File: config.mk
export PLATFORM = sky130hd
export DESIGN_NAME = likelihood_writer
export DESIGN_NICKNAME = d
export VERILOG_FILES = /design/src/rtl/likelihood_writer.sv
export SDC_FILE = /design/constraint.sdc
export NUM_CORES = 1
export LEC_CHECK = 0
export ABC_AREA = 0
export BUFFER_PORTS_ARGS = -buffer_cell sky130_fd_sc_hd__clkbuf_2
export CORE_MARGIN = 2
export CORE_UTILIZATION = 30
export DETAILED_ROUTE_END_ITERATION = 8
export MAX_ROUTING_LAYER = met4
export SKIP_CTS_REPAIR_TIMING = 1
export SYNTH_ARGS = -nofsm -noshare
export SYNTH_HDL_FRONTEND = slang
export SYNTH_SLANG_ARGS = --single-unit
File: constraint.sdc
create_clock -name clk -period 3.6 [get_ports clk]
set_clock_uncertainty 0.15 [all_clocks]
set_input_delay 0.18 -clock clk [delete_from_list [all_inputs] [get_ports clk]]
set_output_delay 0.18 -clock clk [all_outputs]
set_load 0.01 [all_outputs]
File: src/rtl/likelihood_writer.sv
// likelihood_writer: byte-write programming sequencer for one 64x64 RRAM
// likelihood cell. Walks bits 0..7 of the latched byte, driving a
// SET or RESET pulse per bit through the cell's column-control word.
// Optional program-verify with retries: define LIKELIHOOD_WRITER_VERIFY_EN.
//
// state  | meaning
// -------+-----------------------------------------------------------
// IDLE   | waiting for a request, req_ready=1, all drives off
// SETUP  | column and BL/SL driven, word line low
// PULSE  | word line high, BL/SL and column unchanged
// HOLD   | word line low, BL/SL still held
// VERIFY | read strobe high, BL/SL/CBLEN off (verify build only)
// CHECK  | compare readback, retry or flag the bit (verify build only)
// NEXT   | one quiet cycle between bits, advance bit index
// DONE   | one-cycle done pulse with err_mask
module likelihood_writer #(
    parameter int Nword     = 6,
    parameter int T_SETUP   = 2,
    parameter int T_PULSE   = 4,
    parameter int T_HOLD    = 2,
    parameter int MAX_RETRY = 3
) (
    input  logic             clk,
    input  logic             rst_n,
    input  logic             req_valid,
    output logic             req_ready,
    input  logic [Nword-1:0] req_row,
    input  logic [2:0]       req_byte,
    input  logic [7:0]       req_data,
    output logic [Nword+3:0] reg_lcs,
    output logic [Nword-1:0] adr_l,
    output logic             CWL_in,
    output logic             read_1,
    input  logic             verify_bit,
    output logic             done,
    output logic [7:0]       err_mask
);

    localparam logic [2:0] S_IDLE   = 3'd0;
    localparam logic [2:0] S_SETUP  = 3'd1;
    localparam logic [2:0] S_PULSE  = 3'd2;
    localparam logic [2:0] S_HOLD   = 3'd3;
    localparam logic [2:0] S_VERIFY = 3'd4;
    localparam logic [2:0] S_CHECK  = 3'd5;
    localparam logic [2:0] S_NEXT   = 3'd6;
    localparam logic [2:0] S_DONE   = 3'd7;

    // Verify phase is fixed at 2 cycles, so it also bounds the counter width.
    localparam int T_VERIFY = 2;
    localparam int T_MAX_SP = (T_SETUP > T_PULSE) ? T_SETUP : T_PULSE;
    localparam int T_MAX_SH = (T_MAX_SP > T_HOLD) ? T_MAX_SP : T_HOLD;
    localparam int T_MAX    = (T_MAX_SH > T_VERIFY) ? T_MAX_SH : T_VERIFY;
    localparam int CW       = $clog2(T_MAX + 1);

    localparam logic [CW-1:0] LD_SETUP = CW'(T_SETUP - 1);
    localparam logic [CW-1:0] LD_PULSE = CW'(T_PULSE - 1);
    localparam logic [CW-1:0] LD_HOLD  = CW'(T_HOLD - 1);

    logic [2:0]       state;
    logic [CW-1:0]    cnt;
    logic [2:0]       bit_idx;
    logic [Nword-1:0] row_q;
    logic [2:0]       byte_q;
    logic [7:0]       data_q;
    logic [Nword-1:0] col;
    logic             bit_val;

    assign col     = Nword'({byte_q, bit_idx});
    assign bit_val = data_q[bit_idx];

`ifdef LIKELIHOOD_WRITER_VERIFY_EN
    localparam int RW = $clog2(MAX_RETRY + 1);
    localparam logic [CW-1:0] LD_VERIFY = CW'(T_VERIFY - 1);

    logic [RW-1:0] retry;
    logic [7:0]    err_q;
`else
    localparam int unused_max_retry = MAX_RETRY;
    logic unused_verify_bit;
    assign unused_verify_bit = verify_bit;
`endif

    // Sequencer: state, phase down-counter, bit index and request latches.
    always_ff @(posedge clk) begin
        if (!rst_n) begin
            state   <= S_IDLE;
            cnt     <= '0;
            bit_idx <= '0;
            row_q   <= '0;
            byte_q  <= '0;
            data_q  <= '0;
`ifdef LIKELIHOOD_WRITER_VERIFY_EN
            retry   <= '0;
            err_q   <= '0;
`endif
        end else begin
            case (state)
                S_IDLE: begin
                    if (req_valid) begin
                        row_q   <= req_row;
                        byte_q  <= req_byte;
                        data_q  <= req_data;
                        bit_idx <= '0;
                        cnt     <= LD_SETUP;
                        state   <= S_SETUP;
`ifdef LIKELIHOOD_WRITER_VERIFY_EN
                        retry   <= '0;
                        err_q   <= '0;
`endif
                    end
                end
                S_SETUP: begin
                    if (cnt == '0) begin
                        cnt   <= LD_PULSE;
                        state <= S_PULSE;
                    end else begin
                        cnt <= cnt - CW'(1);
                    end
                end
                S_PULSE: begin
                    if (cnt == '0) begin
                        cnt   <= LD_HOLD;
                        state <= S_HOLD;
                    end else begin
                        cnt <= cnt - CW'(1);
                    end
                end
                S_HOLD: begin
                    if (cnt == '0) begin
`ifdef LIKELIHOOD_WRITER_VERIFY_EN
                        cnt   <= LD_VERIFY;
                        state <= S_VERIFY;
`else
                        state <= S_NEXT;
`endif
                    end else begin
                        cnt <= cnt - CW'(1);
                    end
                end
`ifdef LIKELIHOOD_WRITER_VERIFY_EN
                S_VERIFY: begin
                    if (cnt == '0) begin
                        state <= S_CHECK;
                    end else begin
                        cnt <= cnt - CW'(1);
                    end
                end
                S_CHECK: begin
                    if (verify_bit == bit_val) begin
                        state <= S_NEXT;
                    end else if (retry < RW'(MAX_RETRY)) begin
                        retry <= retry + RW'(1);
                        cnt   <= LD_SETUP;
                        state <= S_SETUP;
                    end else begin
                        err_q[bit_idx] <= 1'b1;
                        state          <= S_NEXT;
                    end
                end
`endif
                S_NEXT: begin
`ifdef LIKELIHOOD_WRITER_VERIFY_EN
                    retry <= '0;
`endif
                    if (bit_idx == 3'd7) begin
                        state <= S_DONE;
                    end else begin
                        bit_idx <= bit_idx + 3'd1;
                        cnt     <= LD_SETUP;
                        state   <= S_SETUP;
                    end
                end
                S_DONE: begin
                    state <= S_IDLE;
                end
                default: begin
                    state <= S_IDLE;
                end
            endcase
        end
    end

    // Output decode straight from state so a reset edge clears every drive.
    always_comb begin
        reg_lcs = '0;
        CWL_in  = 1'b0;
        case (state)
            S_SETUP, S_HOLD: begin
                reg_lcs = {1'b1, 1'b1, bit_val, ~bit_val, col};
            end
            S_PULSE: begin
                reg_lcs = {1'b1, 1'b1, bit_val, ~bit_val, col};
                CWL_in  = 1'b1;
            end
            S_VERIFY, S_CHECK, S_NEXT: begin
                reg_lcs = {1'b1, 3'b000, col};
            end
            default: begin
                reg_lcs = '0;
            end
        endcase
    end

    assign req_ready = (state == S_IDLE);
    assign adr_l     = row_q;
    assign done      = (state == S_DONE);

`ifdef LIKELIHOOD_WRITER_VERIFY_EN
    assign read_1   = (state == S_VERIFY);
    assign err_mask = (state == S_DONE) ? err_q : 8'h00;
`else
    assign read_1   = 1'b0;
    assign err_mask = 8'h00;
`endif

endmodule

Yosys cells after proc, flatten, opt, wreduce, memory -nomap -nowiden
Cells that the tools add are included.
{"block": "op_classes", "multipliers": 0, "n_bitwise": 1, "order_cmp": 1, "addsub": 2, "n_eq_ne": 14, "n_div": 0, "n_mux": 18, "shifts": 0, "reduce_logical": 10}
{"cell": "$mux W3", "count": 11}
{"cell": "$pmux W3 S5", "count": 2}
{"cell": "$pmux W10 S2", "count": 1}
{"cell": "$eq A3 B3 Y1 const B", "count": 5}
{"cell": "$ne A2 B2 Y1 const B", "count": 6}
{"cell": "$reduce_and A4 Y1", "count": 2}
{"cell": "$eq A3 B2 Y1 const B", "count": 2}
{"cell": "$logic_not A3 Y1", "count": 2}
{"cell": "$pmux W3 S2", "count": 1}
{"cell": "$reduce_or A3 Y1", "count": 2}
{"cell": "$reduce_bool A5 Y1", "count": 1}
{"cell": "$lt A3 B4 Y1 const B", "count": 1}
{"cell": "$add A3 B1 Y3 const B", "count": 1}
{"cell": "$bmux W1 S3", "count": 1}
{"cell": "$eq A3 B1 Y1 const B", "count": 1}
{"cell": "$reduce_and A3 Y1", "count": 1}
{"cell": "$sub A3 B1 Y3 const B", "count": 1}
{"cell": "$mux W1", "count": 2}
{"cell": "$reduce_and A2 Y1", "count": 1}
{"cell": "$reduce_bool A2 Y1", "count": 1}
{"cell": "$not A1 Y1", "count": 1}
{"block": "word_totals", "mem_bits_rw": 0, "output_inout_bits": 28, "input_bits": 21, "n_memories": 0, "ff_bits": 26, "mem_bits_ro": 0, "latch_bits": 0, "elab_cells": 52}

Logic depth before layout (Yosys ltp)
{"block": "depth", "word_depth": 4, "mapped_depth": 6, "mapped_depth_nobuf": 6}

Least setup slack after synthesis
Ideal clock, no wire load.
{"block": "synth_path", "kind": "reg2reg", "from": "register bit_idx[0]", "to": "register cnt[0]", "period_less_slack_ps": 1927, "setup_ps": 91, "n_path_buf": 0, "path_slack_ps": 1673, "required_time_ps": 3359, "arrival_ps": 1686, "path_stages_with_launch": 7, "cell_sequence": "dfxtp_1 -> ha_1 -> ha_1 -> or3b_1 -> a221oi_2 -> nor2_1 -> a311oi_1"}
{"block": "synth_between", "elab_chain_cells": 3}
{"element": "start: declaration", "line": "61", "rtl": "logic [2:0] bit_idx;"}
{"element": "start signal: assignment", "line": "168", "rtl": "bit_idx <= bit_idx + 3'd1;"}
{"element": "$eq A3 B3 Y1", "line": "165", "rtl": "if (bit_idx == 3'd7) begin"}
{"element": "$ne A2 B2 Y1 (no source line)"}
{"element": "$reduce_and A4 Y1 (no source line)"}
{"element": "end signal: assignment", "line": "117", "rtl": "cnt <= cnt - CW'(1);"}
{"element": "end signal: assignment", "line": "125", "rtl": "cnt <= cnt - CW'(1);"}
{"element": "end signal: assignment", "line": "137", "rtl": "cnt <= cnt - CW'(1);"}
{"element": "end: declaration", "line": "60", "rtl": "logic [CW-1:0] cnt;"}
No other way between the ends.
A chain may end at the register's enable or synchronous reset.

Worst setup path in the final report
{"block": "layout_path", "from": "register state[1]", "to": "output port reg_lcs[1]"}
{"block": "layout_between", "elab_chain_cells": 3, "elab_cells_between_ends": 9, "classes_between": "eq/ne: 6; mux: 1; reduce/logical: 2"}
{"element": "start: declaration", "line": "59", "rtl": "logic [2:0] state;"}
{"element": "start signal: assignment", "line": "86", "rtl": "state <= S_IDLE;"}
{"element": "start signal: assignment", "line": "105", "rtl": "state <= S_SETUP;"}
{"element": "start signal: assignment", "line": "115", "rtl": "state <= S_PULSE;"}
{"element": "$eq A3 B3 Y1, or another cell as far along", "line": "187", "rtl": "case (state)"}
{"element": "$reduce_or A3 Y1 (on tied branches)"}
{"element": "$pmux W10 S2 *", "line": "187"}
{"element": "end: declaration", "line": "30", "rtl": "output logic [Nword+3:0] reg_lcs,"}
Every way passes the cells marked *; elsewhere a longest branch is shown, timed or not.

==> out/metrics.yaml <==
status:
  outcome: "finished, violations left"
  violations: "hold timing"
synthesis:
  yosys-top-cells-count: "40 x nand2_1, 26 x dfxtp_1, 25 x a21oi_1"
  yosysTopAreaCellShare_pct: 40.0
  ys.flop_type: "dfxtp_1"
  yosysMostFrequentCell: "nand2_1"
  ys_warn_count: 0
  synth_edf_count: 0
  ys_seq_area_share_pct: 40.0
  synth_cells: 164
  netlist_area_um2: 1300
  synth_cell_types: 31
  synthTopCellsByArea: "dfxtp_1 40%, nand2_1 12%, a21oi_1 9.6%"
  synth_area_per_cell_um2: 7.94
  postSynth.asyncResetShare_pct: 0
  yosys.area.top_type: "dfxtp_1"
  synth_seq_cells: 26
sta:
  worst-slew-pin-transition_ns: 0.838
  fin_crit_sh_pct: 59.5
  clock.fmax_mhz: 467
  maxSlewViolCount: 0
  hold_violations: 1
  setup_viol: 0
  relSlewSlack_pct: 44.1
  min_period_ns: 2.14
  finalSetupTns_ns: 0
  fin_hold_ws_ns: -0.0147
  rsz0062_at_grt: "no"
critical_path:
  critPathArrivalTime_ns: 1.81
  start_kind: "flop"
  endpoint_kind: "output pin"
  required_ns: 3.27
  critPathMaxFanout: 15
  critPathKind: "flop to output pin"
power:
  p_leak_nw: 0.743
  peakVddDrop_mv: 0.180
  p_per_area_nw_per_um2: 440
clocking:
  cts_buffers: 3
  cts-root-buf: "clkbuf_8"
  cts.sinks: 26
  cts_htree_levels: 1
  clk_pin_slew_ns: 0.09
  cts_tree: "yes"
  clockBufferDepth: 2
  clk_latency_ns: 0.27
global_route:
  grt_max_degree: 26
  grt_pass1_vias: 1001
  grt.total_usage_pct: 12.5
  grt_overflow: 0
  grt_first_pass_wirelength_um: 4910
  antenna_found_initial: 0
floorplan:
  core_um2: 4090
  initial_core_util_pct: 31.9
  die_y_um: 69.9
  num_rows: 23
  io_pins: 49
  dieArea_um2: 4880
  fp.dieW_um: 69.9
routing:
  firstDrtPassIters: 4
  vias: 1191
  drt_wl_total_um: 2990
  drt-vias-per-instance: 4.53
  ant_nets: 0
  drc: 0
  avgRoutedWirePerCell_um: 11.4
  dr.first_iter.drc_count: 52
placed_design:
  place_area_um2: 1480
  dpl.cell_count: 242
  hpwl_um: 1930
  place.port_buffers: 38
  place.gp.congestion: 0.725
cells_and_area:
  drive_gt1_share_pct: 21.6
  num_antenna_cells: 0
  fin_util_pct: 41.7
  layout.cells.non_filler: 263
  syn2layout_area_growth_pct: 30.8
  num-nets-final: 239
  stdcell_area_um2: 1700
job:
  drv_cap: 0
min_path:
  hp-class: "primary input to flop"
worst max-delay path: stages, from the launching register on:
cell      delay, ns
dfxtp_1        0.60
nor3_1         0.18
nor2_1         0.42
and2_1         0.21
clkbuf_2       0.13
layout by cell type, fill, tap and decap left out, types with 2 or more instances in the layout:
cell           count
clkbuf_2          38
ha_1               4
conb_1             9
mux2i_1            2
and3_1             2
nand2b_1           2
and2_1             9
nor3_1             4
mux4_2             2
a21oi_1           25
nand2_1           40
dlygate4sd3_1     17
nand3_1            3
nor2_1             7
dfxtp_1           26
clkbuf_8           4
inv_1              5
flip-flops by register name, indices dropped and copies added, names as in the netlist:
signal   count
adr_l        6
byte_q       3
state        3
cnt          3
bit_idx      3
data_q       8
path summary, 6_finish.rpt:
check | from | end | slack [ns] | cells past startpoint
setup / recovery | state[1]$_SDFFE_PN0P_ | reg_lcs[1] | 1.46 | 4
hold / removal | req_data[3] | data_q[3]$_SDFFE_PN0P_ | -0.01 | 3
setup reg to reg | bit_idx[0]$_SDFFE_PN0P_ | cnt[0]$_SDFFE_PN0P_ | 1.48 | 6
hold reg to reg | byte_q[1]$_SDFFE_PN0P_ | byte_q[1]$_SDFFE_PN0P_ | 0.30 | 2
per-stage QoR:
step           hold WS [ns]  setup slack, ns  total power [W]
6_report            -0.0147             1.46         0.000751
5_1_grt              0.0165             1.22         0.000807
4_1_cts             -0.0416             1.42         0.000749
3_5_place_dp          0.258             1.50         0.000555
3_3_place_gp          0.256             1.52         0.000553
2_1_floorplan         0.155             1.67         0.000501
logic make-up (layout without fill, tap and decap cells):
kind of cell / Yosys count / count (layout) / share of synthesized area, %
compound gates: 32 / 32 / 14.6
other cells: 1 / 9 / 0.288
simple gates: 74 / 74 / 26.7
buf+inv: 23 / 64 / 9.61
fa+ha+maj: 4 / 4 / 3.84
mux: 4 / 4 / 5.00
flops: 26 / 26 / 40.0
metal layers:
layer,part of all wire [%],track usage (%),up-vias
met5,0,-,-
met4,0.90,3.85,0
met3,4.3,3.03,4
met2,46,18.6,28
met1,49,16.7,534
li1,-,-,625
final cells by class:
type / count / area, um2
Clock buffer: 4 / 55.1
Fill cell: 438 / 2380
Inverter: 5 / 18.8
Multi-Input combinational cell: 123 / 687
Sequential cell: 26 / 520
Tap cell: 50 / 62.6
Timing Repair Buffer: 55 / 360
report_power, final:
part           total [W]  switching [W]  internal [W]
clock network   0.000190      0.0000921     0.0000979
logic           0.000217       0.000121     0.0000959
registers       0.000344      0.0000271      0.000317
Note: power is estimated with default switching activity, not from simulation.
